**src/rtl/fetch_unit.sv**
```systemverilog
// fetch_unit: instruction fetch stage with a sequential PC, start/branch
// redirects (absolute or PC-relative), a req/ack instruction-memory port
// and a DEPTH-entry FIFO of {pc, instruction} pairs feeding decode.
//
// Optional build macro FETCH_STATS_EN adds saturating counters for
// instructions handed to decode (fetched_cnt_o) and redirects taken while
// fetching (flush_cnt_o).
//
// Handshakes:
//   imem port : imem_req_o/imem_addr_o come straight from registers. Once
//               imem_req_o is high it and imem_addr_o hold until the cycle
//               imem_ack_i is seen; imem_ack_i while imem_req_o is low is
//               ignored. An ack completes the transfer in that same cycle.
//   decode    : instr_valid_o/instr_ready_i is valid/ready; a word moves
//               when both are high at a rising edge. A redirect flushes the
//               FIFO at that edge and voids any simultaneous pop.
// dbg_state_o exposes the FSM state (0 IDLE, 1 RUN, 2 DRAIN) for checkers.
module fetch_unit #(
  parameter int              PC_W     = 16,
  parameter int              INSTR_W  = 16,
  parameter int              DEPTH    = 4,
  parameter logic [PC_W-1:0] RESET_PC = '0
) (
  input  logic               clk,
  input  logic               rst_n,
  input  logic               start_i,
  input  logic [PC_W-1:0]    start_address_i,
  input  logic               branch_i,
  input  logic               branch_rel_i,
  input  logic [PC_W-1:0]    branch_pc_i,
  input  logic [PC_W-1:0]    branchloc_i,
  output logic               imem_req_o,
  output logic [PC_W-1:0]    imem_addr_o,
  input  logic               imem_ack_i,
  input  logic [INSTR_W-1:0] imem_rdata_i,
  output logic               instr_valid_o,
  output logic [INSTR_W-1:0] instr_o,
  output logic [PC_W-1:0]    instr_pc_o,
  input  logic               instr_ready_i,
  output logic [PC_W-1:0]    pc_o,
`ifdef FETCH_STATS_EN
  output logic [31:0]        fetched_cnt_o,
  output logic [15:0]        flush_cnt_o,
`endif
  output logic [1:0]         dbg_state_o
);

  localparam int PTR_W = (DEPTH > 1) ? $clog2(DEPTH) : 1;
  localparam int CNT_W = PTR_W + 1;

  localparam logic [1:0] S_IDLE  = 2'd0;
  localparam logic [1:0] S_RUN   = 2'd1;
  localparam logic [1:0] S_DRAIN = 2'd2;

  localparam logic [CNT_W-1:0] DEPTH_C = CNT_W'(DEPTH);
  localparam logic [PC_W-1:0]  PC_ONE  = {{(PC_W-1){1'b0}}, 1'b1};
  localparam logic [PTR_W-1:0] PTR_ONE = {{(PTR_W-1){1'b0}}, 1'b1};

  // Control state
  logic [1:0]       r_state;
  logic [PC_W-1:0]  r_fetch_pc;
  logic [PC_W-1:0]  r_target;
  logic             r_req;

  // FIFO state
  logic [INSTR_W-1:0] r_fifo_data [DEPTH];
  logic [PC_W-1:0]    r_fifo_pc   [DEPTH];
  logic [PTR_W-1:0]   r_wr_ptr;
  logic [PTR_W-1:0]   r_rd_ptr;
  logic [CNT_W-1:0]   r_count;

  // Combinational next-state values
  logic [1:0]       w_state_nxt;
  logic [PC_W-1:0]  w_fetch_pc_nxt;
  logic [PC_W-1:0]  w_target_nxt;
  logic             w_req_nxt;
  logic [CNT_W-1:0] w_count_nxt;

  logic             w_redirect;
  logic [PC_W-1:0]  w_target;
  logic             w_flush;
  logic             w_ack;
  logic             w_push;
  logic             w_pop;
  logic             w_valid;

  // Redirect target: start wins over branch; sums wrap modulo 2^PC_W, which
  // also makes a two's-complement offset behave as a signed displacement.
  always_comb begin
    w_redirect = start_i | branch_i;
    if (start_i) begin
      w_target = start_address_i;
    end else if (branch_rel_i) begin
      w_target = branch_pc_i + branchloc_i;
    end else begin
      w_target = branchloc_i;
    end
  end

  // Transfer qualifiers for the memory port and the FIFO
  always_comb begin
    w_flush = (r_state != S_IDLE) & w_redirect;
    w_ack   = r_req & imem_ack_i;
    w_push  = (r_state == S_RUN) & w_ack & ~w_redirect;
    w_valid = (r_count != '0);
    w_pop   = w_valid & instr_ready_i & ~w_flush;
    if (w_flush) begin
      w_count_nxt = '0;
    end else begin
      w_count_nxt = r_count + {{(CNT_W-1){1'b0}}, w_push}
                            - {{(CNT_W-1){1'b0}}, w_pop};
    end
  end

  // Fetch FSM next-state, next PC, saved target and next request
  always_comb begin
    w_state_nxt    = r_state;
    w_fetch_pc_nxt = r_fetch_pc;
    w_target_nxt   = r_target;
    w_req_nxt      = r_req;
    case (r_state)
      S_IDLE: begin
        // Branches are meaningless before fetching starts.
        w_req_nxt = 1'b0;
        if (start_i) begin
          w_state_nxt    = S_RUN;
          w_fetch_pc_nxt = start_address_i;
          w_req_nxt      = 1'b1;
        end
      end
      S_RUN: begin
        if (w_redirect) begin
          if (r_req && !imem_ack_i) begin
            // Outstanding read must complete at its old address first.
            w_state_nxt  = S_DRAIN;
            w_target_nxt = w_target;
            w_req_nxt    = 1'b1;
          end else begin
            // No read in flight (or it completes now and is dropped).
            w_fetch_pc_nxt = w_target;
            w_req_nxt      = 1'b1;
          end
        end else if (r_req && !imem_ack_i) begin
          w_req_nxt = 1'b1;
        end else begin
          if (w_ack) begin
            w_fetch_pc_nxt = r_fetch_pc + PC_ONE;
          end
          w_req_nxt = (w_count_nxt < DEPTH_C);
        end
      end
      S_DRAIN: begin
        if (w_redirect) begin
          w_target_nxt = w_target;
        end
        if (imem_ack_i) begin
          // Stale data is dropped; the newest target takes effect.
          w_state_nxt    = S_RUN;
          w_fetch_pc_nxt = w_redirect ? w_target : r_target;
          w_req_nxt      = 1'b1;
        end
      end
      default: begin
        w_state_nxt = S_IDLE;
        w_req_nxt   = 1'b0;
      end
    endcase
  end

  // Control registers
  always_ff @(posedge clk or negedge rst_n) begin
    if (!rst_n) begin
      r_state    <= S_IDLE;
      r_fetch_pc <= RESET_PC;
      r_target   <= RESET_PC;
      r_req      <= 1'b0;
    end else begin
      r_state    <= w_state_nxt;
      r_fetch_pc <= w_fetch_pc_nxt;
      r_target   <= w_target_nxt;
      r_req      <= w_req_nxt;
    end
  end

  // FIFO pointers and occupancy
  always_ff @(posedge clk or negedge rst_n) begin
    if (!rst_n) begin
      r_wr_ptr <= '0;
      r_rd_ptr <= '0;
      r_count  <= '0;
    end else begin
      r_count <= w_count_nxt;
      if (w_flush) begin
        r_wr_ptr <= '0;
        r_rd_ptr <= '0;
      end else begin
        if (w_push) begin
          r_wr_ptr <= (r_wr_ptr == PTR_W'(DEPTH - 1)) ? '0 : r_wr_ptr + PTR_ONE;
        end
        if (w_pop) begin
          r_rd_ptr <= (r_rd_ptr == PTR_W'(DEPTH - 1)) ? '0 : r_rd_ptr + PTR_ONE;
        end
      end
    end
  end

  // FIFO storage; contents are only observed through a valid head
  always_ff @(posedge clk) begin
    if (w_push) begin
      r_fifo_data[r_wr_ptr] <= imem_rdata_i;
      r_fifo_pc[r_wr_ptr]   <= r_fetch_pc;
    end
  end

`ifdef FETCH_STATS_EN
  logic [31:0] r_fetched_cnt;
  logic [15:0] r_flush_cnt;

  // Saturating statistics counters
  always_ff @(posedge clk or negedge rst_n) begin
    if (!rst_n) begin
      r_fetched_cnt <= '0;
      r_flush_cnt   <= '0;
    end else begin
      if (w_pop && (r_fetched_cnt != '1)) begin
        r_fetched_cnt <= r_fetched_cnt + 32'd1;
      end
      if (w_flush && (r_flush_cnt != '1)) begin
        r_flush_cnt <= r_flush_cnt + 16'd1;
      end
    end
  end

  assign fetched_cnt_o = r_fetched_cnt;
  assign flush_cnt_o   = r_flush_cnt;
`endif

  // Output drive; head fields read as zero when the FIFO is empty
  always_comb begin
    imem_req_o    = r_req;
    imem_addr_o   = r_fetch_pc;
    pc_o          = r_fetch_pc;
    instr_valid_o = w_valid;
    instr_o       = w_valid ? r_fifo_data[r_rd_ptr] : '0;
    instr_pc_o    = w_valid ? r_fifo_pc[r_rd_ptr] : '0;
    dbg_state_o   = r_state;
  end

endmodule
```
**config.mk**
```make
export PLATFORM = sky130hd
export DESIGN_NAME = fetch_unit
export DESIGN_NICKNAME = d
export VERILOG_FILES = /design/src/rtl/fetch_unit.sv
export SDC_FILE = /design/constraint.sdc
export NUM_CORES = 1
export LEC_CHECK = 0
export ABC_AREA = 0
export CORE_ASPECT_RATIO = 0.8
export CORE_MARGIN = 3
export CORE_UTILIZATION = 45
export DETAILED_ROUTE_END_ITERATION = 12
export PLACE_DENSITY = 0.69
export SLEW_MARGIN = 10
export SYNTH_ARGS = -nofsm -noshare
export SYNTH_HDL_FRONTEND = slang
export SYNTH_SLANG_ARGS = --single-unit
```
**constraint.sdc**
```tcl
create_clock -name clk -period 4.6 [get_ports clk]
set_input_delay 0.69 -clock clk [delete_from_list [all_inputs] [get_ports clk]]
set_output_delay 0.69 -clock clk [all_outputs]
set_load 0.02 [all_outputs]
```
==> flow_metrics.py, run 1 <==
metrics = {
    "cells_and_area": {
        "fillers": 1558,
        "multiInputGateArea_um2": 3670,
        "fin_cells": 1106,
        "fin_util": 0.574,
        "fin_area_um2": 11000,
        "layout-drive-gt1-share": 0.126,
        "insertedDiodeCount": 0,
        "finalNetCount": 937,
        "regArea_um2": 4900,
        "syn_to_final_growth_pct": 23.7,
    },
    "worst_setup_path": {
        "cp_cell_sequence": "clkdlybuf4s50_1 -> nor2_1 -> and4_1 -> inv_1 -> ha_1 -> inv_1 -> ha_1 -> inv_1 -> fa_1 -> xor2_1 -> xnor2_1 -> o21ai_0 -> and3_1 -> o31ai_1",
        "r2r_slack_ns": 1.25,
        "crit_slowest_cell": "clkdlybuf4s50_1",
        "cp-start-kind": "primary input",
        "cp.arrival_ns": 4.04,
        "crit_type": "primary input to flop",
        "r2r_cells": 15,
        "crit_path_max_fanout": 13,
        "r2r-end": "imem_req_o$_DFFE_PN0N_",
        "rr_startpoint": "dbg_state_o[1]$_DFFE_PN0P_",
        "critPathRequiredTime_ns": 4.92,
        "cp_slowest_stage_delay_ns": 0.66,
        "cp_num_buf_inv": 4,
        "worst_path_most_repeated_cell": "inv_1",
        "cp-end-kind": "flop",
        "crit_family": "simple AND/OR/NAND/NOR gates",
    },
    "placement": {
        "dpl_cell_area_um2": 10400,
        "gp_congestion": 0.882,
        "portBuffers": 138,
        "dp_slack_ns": 0.489,
        "dpl.hpwl_um": 14200,
        "dp_cells": 1075,
    },
    "synthesis": {
        "syn_inst": 723,
        "synth_area_um2": 8920,
        "synthTopCellsByArea": "edfxtp_1 43%, dfrtp_1 12%, mux4_2 8.1%",
        "synth_top_area_frac": 0.431,
        "yosysSeqAreaShare": 0.549,
        "async_flop_share": 0.247,
        "ys_seq_elements": 170,
        "ys_warn_count": 0,
        "synthDistinctLibCells": 71,
        "synth_top_cell_by_area": "edfxtp_1",
        "syn_nets": 824,
        "avgSynthCellArea_um2": 12.3,
        "synth_edf_count": 128,
        "synth_ff_type": "edfxtp_1",
    },
    "run": {
        "cap_violations": 0,
    },
    "clocking": {
        "insertion_delay_ns": 0.42,
        "cts_buffers": 17,
        "ctsHoldBuffers": 0,
        "cts_max_level": 4,
        "clock-sinks": 170,
        "cts_resized": 0,
        "clockRootBuffer": "clkbuf_16",
        "cts_buffer_depth": 2,
        "cts_tree": "built",
        "clkSlewWorstSetupHoldPaths_ns": 0.06,
        "postCtsSetupBuffers": 0,
    },
    "power_and_ir_drop": {
        "pwr-share-comb": 0.408,
        "p_int_mw": 3.99,
        "p_seq_frac": 0.357,
        "p_sw_mw": 2.25,
        "switching_share": 0.361,
        "clkPwrFrac": 0.234,
        "pwr_density_cell_nw_per_um2": 566,
        "ir_drop_mv": 0.311,
        "power_mw": 6.24,
        "leakagePower_nw": 3.96,
    },
    "floorplanning": {
        "initial_core_util": 0.464,
        "die_x_um": 163,
        "core_area_um2": 19200,
        "fp.dieH_um": 132,
        "num_rows": 45,
        "die_area_um2": 21600,
        "io_pins": 139,
    },
    "global_route": {
        "grt_antenna_before_repair": 0,
        "grt_pass1_vias": 6362,
        "grtUsageTotal": 0.197,
        "grt_max_degree": 43,
        "overflow": 0,
        "grt_pass1_wl_um": 33500,
    },
    "timing": {
        "fmaxAchievable_mhz": 269,
        "relSlewSlack": 0.341,
        "finalSetupViolCount": 0,
        "worst_hold_slack_ns": 0.429,
        "setup_ws_ns": 0.886,
        "rsz0062_at_grt": "no",
        "finalCritPeriodShare": 0.807,
        "setup_tns_ns": 0,
        "hold_viol_final": 0,
        "period_needed_ns": 3.71,
        "slew_violations": 0,
        "skew_ns": 0.00719,
        "worst_pin_slew_ns": 0.988,
    },
    "detailed_routing": {
        "post-route-drc-count": 0,
        "ant_nets": 0,
        "drt_iter0_drc": 457,
        "routed_via_density": 5.69,
        "num_vias": 6293,
        "wl_um": 20700,
        "wl_per_cell_um": 18.7,
        "drtPass1Iterations": 5,
    },
    "status": {
        "outcome": "complete, no violations",
    },
    "worst_hold_path": {
        "hold_path.class": "primary input to async pin",
    },
}
## registers in the layout, indices dropped and copies added, names as in the netlist
signal	flops
r_fifo_pc	64
imem_req_o	1
r_count	3
r_target	16
r_rd_ptr	2
dbg_state_o	2
r_fifo_data	64
imem_addr_o	16
r_wr_ptr	2
## Yosys cell counts (8+ instances only)
cell      count
mux4_2       32
inv_1        15
edfxtp_1    128
nand3_1      17
or3_1         8
and2_1       40
a21o_1        8
clkbuf_1     28
xnor2_1      14
o21ai_1       8
xor2_1       12
nand2_1      60
nor2_1       41
buf_4        19
o31ai_1       8
o21ai_0      42
a21oi_1      37
and3_1        9
nor3_1        8
ha_1         28
buf_2         8
dfrtp_1      42
## worst register-to-register path, delay by kind of cell (launching register included)
kind	cells	cell delay (ns)
buf+inv	5	0.62
fa+ha+maj	4	0.97
xor+xnor	2	0.38
flops	1	0.43
compound gates	2	0.33
simple gates	2	0.51
## cell families (layout without fill, tap and decap cells)
family	after synthesis	count (layout)	share of synthesized area
flip-flops	170	170	0.549
buffers and inverters	74	199	0.0403
adder cells (fa/ha/maj)	30	30	0.0438
AND/OR/NAND/NOR	222	222	0.130
XOR/XNOR	26	26	0.0255
multiplexers	45	45	0.0963
AO/OA/AOI/OAI	156	156	0.116
## cells in the final DEF, fill, tap and decap left out, drive strengths merged, types with 8 or more instances in the layout
| cell type | instances |
|---|---|
| dfrtp | 42 |
| mux4 | 32 |
| and3 | 10 |
| buf | 13 |
| nand2 | 61 |
| edfxtp | 128 |
| o21ai | 50 |
| clkdlybuf4s50 | 137 |
| a21oi | 42 |
| nor2 | 41 |
| nand3 | 18 |
| clkbuf | 19 |
| and2 | 41 |
| a21o | 8 |
| o31ai | 10 |
| nor2b | 8 |
| or3 | 8 |
| xor2 | 12 |
| xnor2 | 14 |
| ha | 28 |
| nor3 | 9 |
| inv | 19 |
## final cells by class
class | count | area share
well taps | 258 | 0.0293
multi-input cells | 479 | 0.333
clock inverters | 12 | 0.0158
flip-flops and latches | 170 | 0.444
repair buffers | 150 | 0.133
inverters | 18 | 0.00613
clock buffers | 19 | 0.0393
## power groups by stage
| stage | Sequential [mW] | Combinational, mW | Clock (mW) |
|---|---|---|---|
| after floorplan | 2.22 | 1.60 | 0 |
| after global placement | 2.23 | 2.51 | 0 |
| after detailed placement | 2.26 | 2.55 | 0 |
| after CTS | 2.23 | 2.56 | 1.48 |
| after global routing | 2.27 | 2.77 | 1.55 |
| final | 2.23 | 2.55 | 1.46 |
## layer usage
| metal | GRT usage | vias to the layer above | share of wire |
|---|---|---|---|
| li1 | - | 2924 | - |
| met1 | 0.280 | 3076 | 0.46 |
| met2 | 0.303 | 265 | 0.46 |
| met3 | 0.0424 | 28 | 0.072 |
| met4 | 0.0672 | 0 | 0.016 |
| met5 | 0 | - | 0 |
## how the worst max path moves through the flow
stage	startpoint	endpoint	slack [ns]	depth (start not counted)
final	branch_i	imem_req_o$_DFFE_PN0N_	0.89	14
after global routing	branch_i	imem_req_o$_DFFE_PN0N_	0.65	14
after CTS	branch_i	imem_req_o$_DFFE_PN0N_	0.93	14
after detailed placement	branch_i	imem_req_o$_DFFE_PN0N_	0.49	14
after global placement	branch_i	imem_req_o$_DFFE_PN0N_	0.74	14
after floorplan	start_i	imem_req_o$_DFFE_PN0N_	1.32	15
Power figures use the tool's default switching activity.
==> run 2: changes to the inputs <==
--- a/config.mk
+++ b/config.mk
@@ -10,7 +10,7 @@
 export CORE_MARGIN = 3
 export CORE_UTILIZATION = 45
 export DETAILED_ROUTE_END_ITERATION = 12
-export PLACE_DENSITY = 0.69
+export PLACE_DENSITY = 0.71
 export SLEW_MARGIN = 10
 export SYNTH_ARGS = -nofsm -noshare
 export SYNTH_HDL_FRONTEND = slang
==> constraint.sdc (replaced) <==
create_clock -name clk -period 3.1 [get_ports clk]
set_input_delay 0.465 -clock clk [delete_from_list [all_inputs] [get_ports clk]]
set_output_delay 0.465 -clock clk [all_outputs]
set_load 0.02 [all_outputs]
==> run 2 against run 1 <==
  * Die area did not move
  * Clock power is 36% higher
  * Register-to-register slack got worse by 0.97 ns
  * Clock skew rose by 0.0081 ns
  * Largest power group unchanged
  * Final area increased by 1.7%
  * Via count fell by 0.89%
  * Critical path depth down 10
  * Non-clock buffer count up 27
  * Wire length increased by 0.73%
  * Core utilization is 0.97 points higher
  * Critical endpoint is now instr_pc_o[0]
  * Hold slack worse by 0.23 ns
==> flow_metrics.py, run 2 (synthesis gave the netlist of run 1 again) <==
metrics = {
    "status": {
        "outcome": "complete, no violations",
    },
    "clocking": {
        "cts_max_level": 4,
        "clockRootBuffer": "clkbuf_16",
        "postCtsSetupBuffers": 0,
        "clock-sinks": 170,
        "clkSlewWorstSetupHoldPaths_ns": 0.06,
        "cts_resized": 0,
        "ctsHoldBuffers": 0,
        "insertion_delay_ns": 0.43,
        "cts_buffer_depth": 2,
        "cts_buffers": 17,
        "cts_tree": "built",
    },
    "detailed_routing": {
        "routed_via_density": 5.50,
        "num_vias": 6237,
        "drtPass1Iterations": 5,
        "drt_iter0_drc": 552,
        "wl_um": 20900,
        "ant_nets": 0,
        "wl_per_cell_um": 18.4,
        "post-route-drc-count": 0,
    },
    "global_route": {
        "grtUsageTotal": 0.197,
        "overflow": 0,
        "grt_max_degree": 43,
        "grt_antenna_before_repair": 0,
        "grt_pass1_wl_um": 33100,
        "grt_pass1_vias": 6141,
    },
    "cells_and_area": {
        "fin_cells": 1134,
        "fin_util": 0.584,
        "layout-drive-gt1-share": 0.159,
        "mostFrequentLayoutCell": "clkdlybuf4s50_1",
        "largest_registers": "r_fifo_data x64, r_fifo_pc x64",
        "most-common-layout-cells": "137 x clkdlybuf4s50_1, 128 x edfxtp_1, 59 x nand2_1",
        "finalNetCount": 964,
        "fillers": 1531,
        "insertedDiodeCount": 0,
        "syn_to_final_growth_pct": 25.8,
    },
    "timing": {
        "setup_tns_ns": 0,
        "skew_ns": 0.0153,
        "worst_pin_slew_ns": 1.02,
        "fmaxAchievable_mhz": 340,
        "finalSetupViolCount": 0,
        "slew_violations": 0,
        "rsz0062_at_grt": "no",
        "finalCritPeriodShare": 0.949,
        "hold_viol_final": 0,
        "period_needed_ns": 2.94,
        "relSlewSlack": 0.321,
    },
    "worst_setup_path": {
        "crit_family": "buffers and inverters",
        "cp-end-kind": "output pin",
        "cp_cell_sequence": "buf_4 -> mux4_2 -> and2_1 -> clkdlybuf4s50_1",
        "critical_path.startpoint": "r_rd_ptr[0]$_DFFE_PN0P_",
        "critPathRequiredTime_ns": 2.63,
        "rr_startpoint": "r_count[2]$_DFF_PN0_",
        "cp_num_buf_inv": 2,
        "cp_slowest_stage_delay_ns": 0.57,
        "crit_path_max_fanout": 20,
        "cp-start-kind": "flop",
        "cp.arrival_ns": 2.48,
        "crit_slowest_cell": "mux4_2",
        "crit_type": "flop to output pin",
    },
    "placement": {
        "dp_cells": 1102,
        "portBuffers": 138,
        "gp_congestion": 0.843,
        "dpl.hpwl_um": 14400,
    },
    "floorplanning": {
        "die_x_um": 163,
        "initial_core_util": 0.464,
        "core_area_um2": 19200,
        "die_area_um2": 21600,
        "fp.dieH_um": 132,
        "num_rows": 45,
        "io_pins": 139,
    },
    "power_and_ir_drop": {
        "clkPwrFrac": 0.216,
        "switching_share": 0.369,
        "power_mw": 9.18,
        "leakagePower_nw": 4.08,
        "pwr_density_cell_nw_per_um2": 819,
        "p_seq_frac": 0.356,
        "p_sw_mw": 3.39,
        "p_int_mw": 5.79,
        "ir_drop_mv": 0.452,
        "pwr-share-comb": 0.428,
    },
    "run": {
        "cap_violations": 0,
    },
    "worst_hold_path": {
        "hold_path.class": "primary input to async pin",
    },
}
-- run 2: changes by cell type in the layout (fill, tap and decap cells not counted), moves of 3 or more --
cell / previous run / this run
buf_4: 12 / 36
buf_12: 0 / 3
bufinv_16: 4 / 1
clkinv_2: 1 / 4
inv_6: 1 / 4
-- run 2: layout make-up --
| class | instances | area (um^2) | share of cell area |
|---|---|---|---|
| clock buffers | 19 | 433 | 0.0386 |
| inverters | 18 | 67.6 | 0.00602 |
| multi-input cells | 479 | 3670 | 0.327 |
| repair buffers | 177 | 1710 | 0.152 |
| flip-flops and latches | 170 | 4900 | 0.437 |
| well taps | 258 | 323 | 0.0288 |
| clock inverters | 13 | 116 | 0.0104 |
-- run 2: stage by stage --
step	hold WS (ns)	cell area [um^2]	worst slack, ns
2_1_floorplan	0.169	8920	0.0110
3_3_place_gp	0.456	10700	-0.150
3_5_place_dp	0.465	10700	-0.278
4_1_cts	0.228	11200	0.109
5_1_grt	0.273	11200	0.0000182
6_report	0.203	11200	0.157
-- run 2: worst paths after layout --
| check | endpoint | slack [ns] | cells after the start |
|---|---|---|---|
| worst max-delay path | instr_pc_o[0] | 0.16 | 4 |
| worst min-delay path | dbg_state_o[1]$_DFFE_PN0P_ | 0.20 | 1 |
| worst max register to register | imem_req_o$_DFFE_PN0N_ | 0.28 | 13 |
| worst min register to register | r_target[9]$_DFFE_PN0P_ | 0.48 | 2 |
| max in group asynchronous | r_rd_ptr[0]$_DFFE_PN0P_ | 2.19 | 1 |
| min in group clk | r_target[9]$_DFFE_PN0P_ | 0.48 | 2 |
-- run 2: power groups by stage --
stage,Sequential [mW],Clock [mW],Combinational (mW)
finish,3.27,1.98,3.92
global route,3.33,2.11,4.26
CTS,3.27,2.03,3.94
detailed placement,3.31,0,3.92
global placement,3.30,0,3.89
floorplan,3.30,0,2.37
-- run 2: routing by layer --
layer	track usage	part of all wire
met4	0.0578	0.013
met5	0	0
met2	0.295	0.45
met3	0.0515	0.076
met1	0.283	0.46
